==> src/rtl/avalon_debounced_pio_pkg.sv <==
// -----------------------------------------------------------------------------
// avalon_pio_pkg
// Shared definitions for the debounced Avalon-MM PIO input block: data-bus
// width, word addresses of the register map and an enum naming each slot.
// No ports; imported by the interface, the top and the testbench.
// -----------------------------------------------------------------------------
package avalon_pio_pkg;

  // Avalon data bus and address widths
  localparam int DATA_W = 32;
  localparam int ADDR_W = 3;

  // Word addresses of the register map
  localparam logic [ADDR_W-1:0] ADDR_DATA    = 3'd0;
  localparam logic [ADDR_W-1:0] ADDR_IRQMASK = 3'd1;
  localparam logic [ADDR_W-1:0] ADDR_EDGE    = 3'd2;
  localparam logic [ADDR_W-1:0] ADDR_RAW     = 3'd3;
  localparam logic [ADDR_W-1:0] ADDR_COUNT   = 3'd4;

  // Every 3-bit address maps onto one enum value so the cast is total
  typedef enum logic [ADDR_W-1:0] {
    REG_DATA    = ADDR_DATA,
    REG_IRQMASK = ADDR_IRQMASK,
    REG_EDGE    = ADDR_EDGE,
    REG_RAW     = ADDR_RAW,
    REG_COUNT   = ADDR_COUNT,
    REG_RSVD5   = 3'd5,
    REG_RSVD6   = 3'd6,
    REG_RSVD7   = 3'd7
  } regsel_e;

  // Turn a raw word address into a register selector
  function automatic regsel_e decodeAddr(input logic [ADDR_W-1:0] addr);
    return regsel_e'(addr);
  endfunction

endpackage

==> src/rtl/avalon_debounced_pio_if.sv <==
// -----------------------------------------------------------------------------
// avalon_debounced_pio_if
// Avalon-MM bus bundle between the Nios II master and the PIO responder.
// Signals:
//   avs_chipselect     slave select
//   avs_address        word address (3 bits)
//   avs_read           read strobe
//   avs_write          write strobe
//   avs_writedata      write data (32 bits)
//   avs_readdata       registered read data (32 bits)
//   avs_readdatavalid  one-cycle pulse qualifying avs_readdata
// Modports: master drives the request side, slave drives the response side.
// -----------------------------------------------------------------------------
interface avalon_debounced_pio_if;
  import avalon_pio_pkg::*;

  logic              avs_chipselect;
  logic [ADDR_W-1:0] avs_address;
  logic              avs_read;
  logic              avs_write;
  logic [DATA_W-1:0] avs_writedata;
  logic [DATA_W-1:0] avs_readdata;
  logic              avs_readdatavalid;

  modport master (
    output avs_chipselect, avs_address, avs_read, avs_write, avs_writedata,
    input  avs_readdata, avs_readdatavalid
  );

  modport slave (
    input  avs_chipselect, avs_address, avs_read, avs_write, avs_writedata,
    output avs_readdata, avs_readdatavalid
  );

endinterface

==> src/rtl/pio_debounce_bit.sv <==
// -----------------------------------------------------------------------------
// pio_debounce_bit
// One input bit: 2-flop synchroniser followed by a stability counter. The
// accepted level only changes after the synchronised input has differed from
// it for DEBOUNCE_CYCLES consecutive cycles.
// Ports:
//   clk       system clock
//   reset     asynchronous active-high reset
//   i_pin     asynchronous input (already polarity-corrected)
//   o_sync    synchronised input (debug view)
//   o_stable  debounced level
// -----------------------------------------------------------------------------
module pio_debounce_bit #(
  parameter int DEBOUNCE_CYCLES = 500000
) (
  input  logic clk,
  input  logic reset,
  input  logic i_pin,
  output logic o_sync,
  output logic o_stable
);

  localparam int CNT_W = (DEBOUNCE_CYCLES > 2) ? $clog2(DEBOUNCE_CYCLES) : 1;
  localparam logic [CNT_W-1:0] CNT_LAST = CNT_W'(DEBOUNCE_CYCLES - 1);

  logic             r_sync1;
  logic             r_sync2;
  logic             r_stable;
  logic [CNT_W-1:0] r_cnt;

  // Synchronise, then count consecutive cycles of disagreement with the
  // accepted level. Any cycle of agreement (a bounce back) restarts the count;
  // the last counted cycle both accepts the new level and rearms the counter.
  always_ff @(posedge clk or posedge reset) begin
    if (reset) begin
      r_sync1  <= 1'b0;
      r_sync2  <= 1'b0;
      r_stable <= 1'b0;
      r_cnt    <= '0;
    end else begin
      r_sync1 <= i_pin;
      r_sync2 <= r_sync1;
      if (r_sync2 == r_stable) begin
        r_cnt <= '0;
      end else if (r_cnt == CNT_LAST) begin
        r_stable <= r_sync2;
        r_cnt    <= '0;
      end else begin
        r_cnt <= r_cnt + 1'b1;
      end
    end
  end

  assign o_sync   = r_sync2;
  assign o_stable = r_stable;

endmodule

==> src/rtl/avalon_debounced_pio.sv <==
// -----------------------------------------------------------------------------
// avalon_debounced_pio
// Avalon-MM responder giving the Nios II the input half of a PIO: polarity
// correction, per-bit synchronise + debounce, sticky rising-edge capture with
// write-1-to-clear, an interrupt mask and a registered level interrupt.
// Ports:
//   clk      50 MHz system clock
//   reset    asynchronous active-high reset
//   avs      Avalon-MM slave modport (chipselect/address/read/write/
//            writedata in, readdata/readdatavalid out, read latency 1)
//   pio_in   raw switch/key pins (SW in 7:0, KEY in 9:8)
//   irq      level interrupt, |(edge & mask), registered
// Register map (word address): 0 DATA, 1 IRQMASK, 2 EDGE (W1C), 3 RAW,
//   4 COUNT, 5-7 reserved (read 0).
// Build option: define PIO_EDGE_COUNT_EN to add the 16-bit saturating edge
//   event counter at address 4; otherwise address 4 reads 0.
// -----------------------------------------------------------------------------
module avalon_debounced_pio
  import avalon_pio_pkg::*;
#(
  parameter int               WIDTH           = 10,
  parameter int               DEBOUNCE_CYCLES = 500000,
  parameter logic [WIDTH-1:0] INVERT_MASK     = 10'h300
) (
  input  logic                   clk,
  input  logic                   reset,
  avalon_debounced_pio_if.slave  avs,
  input  logic [WIDTH-1:0]       pio_in,
  output logic                   irq
);

  logic [WIDTH-1:0]  w_x;
  logic [WIDTH-1:0]  w_sync;
  logic [WIDTH-1:0]  w_stable;
  logic [WIDTH-1:0]  w_rise;
  logic [WIDTH-1:0]  w_clr;
  logic [WIDTH-1:0]  w_edge_next;
  logic              w_wr;
  logic              w_rd;
  regsel_e           w_sel;
  logic [DATA_W-1:0] w_rdata;
  logic              w_unused;

  logic [WIDTH-1:0]  r_stable_d;
  logic [WIDTH-1:0]  r_edge;
  logic [WIDTH-1:0]  r_mask;
  logic              r_irq;
  logic [DATA_W-1:0] r_readdata;
  logic              r_readdatavalid;

  // Active-low keys are flipped here so everything downstream is active-high
  assign w_x = pio_in ^ INVERT_MASK;

  for (genvar gi = 0; gi < WIDTH; gi++) begin : g_bit
    pio_debounce_bit #(
      .DEBOUNCE_CYCLES (DEBOUNCE_CYCLES)
    ) u_bit (
      .clk      (clk),
      .reset    (reset),
      .i_pin    (w_x[gi]),
      .o_sync   (w_sync[gi]),
      .o_stable (w_stable[gi])
    );
  end

  // A write takes priority over a simultaneous read, which then gets no
  // readdatavalid
  assign w_wr  = avs.avs_chipselect && avs.avs_write;
  assign w_rd  = avs.avs_chipselect && avs.avs_read && !w_wr;
  assign w_sel = decodeAddr(avs.avs_address);

  // Upper write-data bits carry no meaning for this block
  assign w_unused = ^avs.avs_writedata;

  // Rising edge of the debounced level; the set term is OR-ed in after the
  // W1C mask so a coincident clear and new edge leave the bit set
  assign w_rise      = w_stable & ~r_stable_d;
  assign w_clr       = (w_wr && w_sel == REG_EDGE) ? avs.avs_writedata[WIDTH-1:0] : '0;
  assign w_edge_next = (r_edge & ~w_clr) | w_rise;

`ifdef PIO_EDGE_COUNT_EN
  logic        w_newset;
  logic [15:0] r_count;

  // One count per cycle in which any edge bit goes from clear to set; a write
  // to the counter address wins over a same-cycle increment
  assign w_newset = |(w_rise & ~r_edge);

  always_ff @(posedge clk or posedge reset) begin
    if (reset) begin
      r_count <= '0;
    end else if (w_wr && w_sel == REG_COUNT) begin
      r_count <= '0;
    end else if (w_newset && r_count != 16'hFFFF) begin
      r_count <= r_count + 16'd1;
    end
  end
`endif

  // Read mux; unused high bits and reserved addresses return zero
  always_comb begin
    w_rdata = '0;
    case (w_sel)
      REG_DATA:    w_rdata = DATA_W'(w_stable);
      REG_IRQMASK: w_rdata = DATA_W'(r_mask);
      REG_EDGE:    w_rdata = DATA_W'(r_edge);
      REG_RAW:     w_rdata = DATA_W'(w_sync);
`ifdef PIO_EDGE_COUNT_EN
      REG_COUNT:   w_rdata = DATA_W'(r_count);
`else
      REG_COUNT:   w_rdata = '0;
`endif
      default:     w_rdata = '0;
    endcase
  end

  // Register state and bus response. irq is computed from the pre-edge
  // edge/mask values, so it follows any change by one cycle. readdata only
  // reloads on an accepted read and otherwise holds.
  always_ff @(posedge clk or posedge reset) begin
    if (reset) begin
      r_stable_d      <= '0;
      r_edge          <= '0;
      r_mask          <= '0;
      r_irq           <= 1'b0;
      r_readdata      <= '0;
      r_readdatavalid <= 1'b0;
    end else begin
      r_stable_d <= w_stable;
      r_edge     <= w_edge_next;
      if (w_wr && w_sel == REG_IRQMASK) begin
        r_mask <= avs.avs_writedata[WIDTH-1:0];
      end
      r_irq           <= |(r_edge & r_mask);
      r_readdatavalid <= w_rd;
      if (w_rd) begin
        r_readdata <= w_rdata;
      end
    end
  end

  assign avs.avs_readdata      = r_readdata;
  assign avs.avs_readdatavalid = r_readdatavalid;
  assign irq                   = r_irq;

endmodule

==> src/flat_wrapper.sv <==
// flat-port wrapper written by rule: the top's interface ports become plain ports
module avalon_debounced_pio_flat import avalon_pio_pkg::*;
#(
  parameter int               WIDTH           = 10,
  parameter int               DEBOUNCE_CYCLES = 500000,
  parameter logic [WIDTH-1:0] INVERT_MASK     = 10'h300
)
  (clk, reset, pio_in, irq, avs_avs_chipselect, avs_avs_address, avs_avs_read, avs_avs_write, avs_avs_writedata, avs_avs_readdata, avs_avs_readdatavalid);
  avalon_debounced_pio_if avs_i ();
  input  logic clk;
  input  logic reset;
  input  logic [WIDTH-1:0] pio_in;
  output logic irq;
  input wire logic [$bits(avs_i.avs_chipselect)-1:0] avs_avs_chipselect;
  input wire logic [$bits(avs_i.avs_address)-1:0] avs_avs_address;
  input wire logic [$bits(avs_i.avs_read)-1:0] avs_avs_read;
  input wire logic [$bits(avs_i.avs_write)-1:0] avs_avs_write;
  input wire logic [$bits(avs_i.avs_writedata)-1:0] avs_avs_writedata;
  output wire logic [$bits(avs_i.avs_readdata)-1:0] avs_avs_readdata;
  output wire logic [$bits(avs_i.avs_readdatavalid)-1:0] avs_avs_readdatavalid;
  assign avs_i.avs_chipselect = avs_avs_chipselect;
  assign avs_i.avs_address = avs_avs_address;
  assign avs_i.avs_read = avs_avs_read;
  assign avs_i.avs_write = avs_avs_write;
  assign avs_i.avs_writedata = avs_avs_writedata;
  assign avs_avs_readdata = avs_i.avs_readdata;
  assign avs_avs_readdatavalid = avs_i.avs_readdatavalid;
  avalon_debounced_pio #(.WIDTH(WIDTH), .DEBOUNCE_CYCLES(DEBOUNCE_CYCLES), .INVERT_MASK(INVERT_MASK)) u_core (.clk(clk), .reset(reset), .avs(avs_i), .pio_in(pio_in), .irq(irq));
endmodule
==> config.mk <==
export PLATFORM = sky130hd
export DESIGN_NAME = avalon_debounced_pio_flat
export DESIGN_NICKNAME = d
export VERILOG_FILES = /design/src/rtl/avalon_debounced_pio_pkg.sv /design/src/rtl/avalon_debounced_pio_if.sv /design/src/rtl/pio_debounce_bit.sv /design/src/rtl/avalon_debounced_pio.sv /design/src/flat_wrapper.sv
export SDC_FILE = /design/constraint.sdc
export NUM_CORES = 1
export LEC_CHECK = 0
export BUFFER_PORTS_ARGS = -buffer_cell sky130_fd_sc_hd__buf_4
export CAP_MARGIN = 20
export CORE_ASPECT_RATIO = 0.5
export CORE_MARGIN = 4
export CORE_UTILIZATION = 40
export CTS_BUF_LIST = sky130_fd_sc_hd__clkbuf_8
export DETAILED_ROUTE_END_ITERATION = 10
export PLACE_DENSITY = 0.69
export SLEW_MARGIN = 30
export SYNTH_ARGS = -nofsm -noshare
export SYNTH_HDL_FRONTEND = slang
export SYNTH_SLANG_ARGS = --single-unit
==> constraint.sdc <==
create_clock -name clk -period 10.1 [get_ports clk]
set_clock_uncertainty 0.2 [all_clocks]
set_input_delay 1.515 -clock clk [delete_from_list [all_inputs] [get_ports clk]]
set_output_delay 1.515 -clock clk [all_outputs]
set_load 0.1 [all_outputs]
==> implementation parameters <==
Parameter                              Value

Status
  Result of the run    complete, no violations

Setup path
  Kind of cell adding the most delay to the critical path    simple AND/OR/NAND/NOR gates
  CP bufs+invs    1
  Critical Path, Cell by Cell    buf_4, nand3b_1, nor2_1, a22o_1
  Critical-path cell with the highest stage delay    nor2_1
  CP Max Fanout    12
  Signal arrival time at the worst endpoint    3240 ps
  Critical path capture point type    register
  Start-to-end type of the worst setup path    input port to register
  Largest stage delay on the critical path    880 ps
  Startpoint types    input port
  Required time at the endpoint of the critical path    10,360 ps

Detailed routing
  Per-cell via count in the routed design    5.26
  Count of unresolved DRC violations after routing    0
  Count of antenna-violating nets left after detailed routing    0
  Routed vias    8,687
  Number of optimization iterations in the first detailed-route pass    5
  Final WL    23,200 µm
  Wirelength per Cell    14.0 µm
  Initial detailed-routing violation count    534

STA
  Setup repair after global routing missed its margin    no
  Endpoints failing hold    0
  Minimum clock period    2980 ps
  Final-report max-slew violation count    0
  Share of the clock period used by the worst path    0.295
  Tightest Pin Transition    927 ps
  Worst hold margin    128 ps
  Final number of setup-violating endpoints    0
  Summed negative setup slack over all endpoints    0 ps
  Max-slew headroom at the worst pin    0.380
  Worst setup margin    7120 ps
  Peak clock frequency supported by timing    0.336 GHz

Synth
  Dominant combinational cell family by area after synthesis    simple AND/OR/NAND/NOR gates
  Post-synthesis share of cell area spent on xor and xnor gates    0.0917
  Leading cell types by count after synthesis    dfrtp_1, nor2_1, nand2_1
  Most numerous cell in the Yosys netlist    dfrtp_1
  Yosys Warn Count    0
  Area leader, netlist    dfrtp_1
  Number of enable-type register cells in the synthesized netlist    0
  Synthesized area per cell    10.5 µm²
  Yosys reg bits    262
  Number of standard cells after synthesis    1,169
  Syn Std Cell Area    12,300 µm²
  Area fraction in compound gates after synthesis    0.0743
  Share of synthesized area spent on multiplexers    0.0366
  Number of distinct library cell variants in the gate-level netlist after synthesis    48
  Post-synthesis adder-cell area fraction    0.0102
  Ys async rst share    1.00
  Share of Yosys cell area claimed by the top area cell type    0.532
  Ranking of synthesized cells by area    dfrtp_1, xnor2_1, nor2_1
  Area share of and/or/nand/nor cells after synthesis    0.217
  Prevailing post-synth register cell    dfrtp_1
  Sequential fraction of the synthesis area    0.532

Die
  Number of top-level pins    84
  Area enclosed by the die boundary    33,800 µm²
  Starting density of the core    0.406
  Count of standard-cell rows    45
  Vert. Die Dim    132 µm
  Floorplan Core Area    30,300 µm²
  Die width    256 µm

Clocking
  Post-cts gate resize count    0
  Number of CTS-inserted buffers    41
  H-tree lvl count    2
  Post-CTS setup-driven buffer insertion count    0
  Root cell of the clock tree    clkbuf_8
  TritonCTS clock tree    built
  CTS hold repair buffers    0
  Clock buffer depth    3
  Clock insertion delay at the later pin of the skew report    530 ps
  Number of sinks on the clock net    262
  Clock-pin slew of the registers on the worst-case setup and hold paths    60 ps

Cells and area
  Utilization after layout    0.455
  Fraction of layout cells with a size suffix above 1    0.125
  Final antenna diode count    0
  Number of nets in the layout    1,288
  Area added between synthesis and finish    12.0%

Job
  Max Cap Violations    0

Power
  Largest vdd supply drop    66.7 µV
  Pwr/cell area    154 nW/µm²
  Leakage power summed over all cells    5.71 nW

Global routing
  Number of global-route vias before repair    8,403
  Initial antenna violation count    0
  Pin count of the biggest net entering global routing    115
  Global-route total usage across every layer    0.137
  Global-route wire length before repair    40,200 µm
  Remaining global-route overflow    0

Placement
  Number of buffers inserted by port buffering    39
  Placement-stage worst setup slack    6530 ps
  Final weighted congestion in routability-driven placement    0.817
  Post-detail-place hpwl    15,800 µm

Min path
  Path class of the lowest-slack min-delay path    register to register
[power breakdown]
| part | leakage, nW | internal, mW | total (mW) | switching, mW |
|---|---|---|---|---|
| sequential | 3.57 | 1.08 | 1.10 | 0.0232 |
| clock | 0.455 | 0.477 | 0.869 | 0.391 |
| combinational | 1.69 | 0.0417 | 0.163 | 0.121 |
[registers in the layout, summed over array words and instances (netlist names)]
name	flops
u_core.r_mask	10
u_core.g_bit.u_bit.r_cnt	190
u_core.r_edge	10
u_core.irq	1
u_core.g_bit.u_bit.r_sync1	10
u_core.r_stable_d	10
u_core.avs.avs_readdatavalid	1
u_core.g_bit.u_bit.o_stable	10
u_core.avs.avs_readdata	10
u_core.g_bit.u_bit.o_sync	10
[final timing paths]
check | end | slack (ps) | cells past startpoint | startpoint
min in group asynchronous | u_core.g_bit[4].u_bit.r_sync1 | 930 | 2 | reset
max in group asynchronous | u_core.g_bit[6].u_bit.r_sync1 | 7420 | 3 | reset
worst min register to register | u_core.g_bit[6].u_bit.o_sync | 130 | 0 | u_core.g_bit[6].u_bit.r_sync1
worst max register to register | u_core.g_bit[9].u_bit.r_cnt[18] | 7700 | 4 | u_core.g_bit[9].u_bit.r_cnt[12]
worst max-delay path | u_core.avs.avs_readdata[3] | 7120 | 4 | avs_avs_write
worst min-delay path | u_core.g_bit[6].u_bit.o_sync | 130 | 0 | u_core.g_bit[6].u_bit.r_sync1
[metal layers]
| metal | share of wire | global-route usage | vias to the layer above |
|---|---|---|---|
| li1 | - | - | 4229 |
| met1 | 0.46 | 0.184 | 4329 |
| met2 | 0.50 | 0.232 | 96 |
| met3 | 0.030 | 0.0246 | 33 |
| met4 | 0.014 | 0.0341 | 0 |
| met5 | 0 | 0 | - |
[stage by stage]
stage | total power, mW | instances | cell area (µm²)
5_1_grt | 2.23 | 1652 | 13800
3_3_place_gp | 1.28 | 1583 | 12900
3_5_place_dp | 1.28 | 1584 | 13000
2_1_floorplan | 1.25 | 1190 | 12400
6_report | 2.13 | 1652 | 13800
4_1_cts | 2.16 | 1652 | 13800
[final cells by class]
type,count,area [µm²]
clock inverter,17,98.8
inverter,49,191
multi-input combinational,830,5410
timing repair buffer,44,350
clock buffer,51,702
fill,2744,16500
tap,399,499
sequential,262,6560
[cell families after synthesis]
group           after synthesis
simple gates                502
flops                       262
compound gates              137
xor+xnor                    129
buf+inv                      98
mux                          30
fa+ha+maj                    10
other cells                   1
[cells in the final DEF (no fill, tap or decap), types with 10 or more instances in the layout]
master    netlist  routed
nor4_1         20      20
nand3_1        61      61
o31ai_1        24      24
or4_1          33      33
a21oi_1        50      50
and4_1         17      17
o21ai_0        26      26
mux4_2         10      10
ha_1           10      10
and2_1         13      13
conb_1          1      22
nor3_1         22      22
nand2_1        69      69
buf_4          23      43
clkbuf_8        0      51
nand4_1        44      44
xnor2_1        68      68
or3_1          37      37
xor2_1         61      61
nor2_1        147     147
mux2_2         20      20
a22o_1         21      21
inv_1          49      59
dfrtp_1       262     262
No activity file was read; power rests on OpenSTA's default activity.
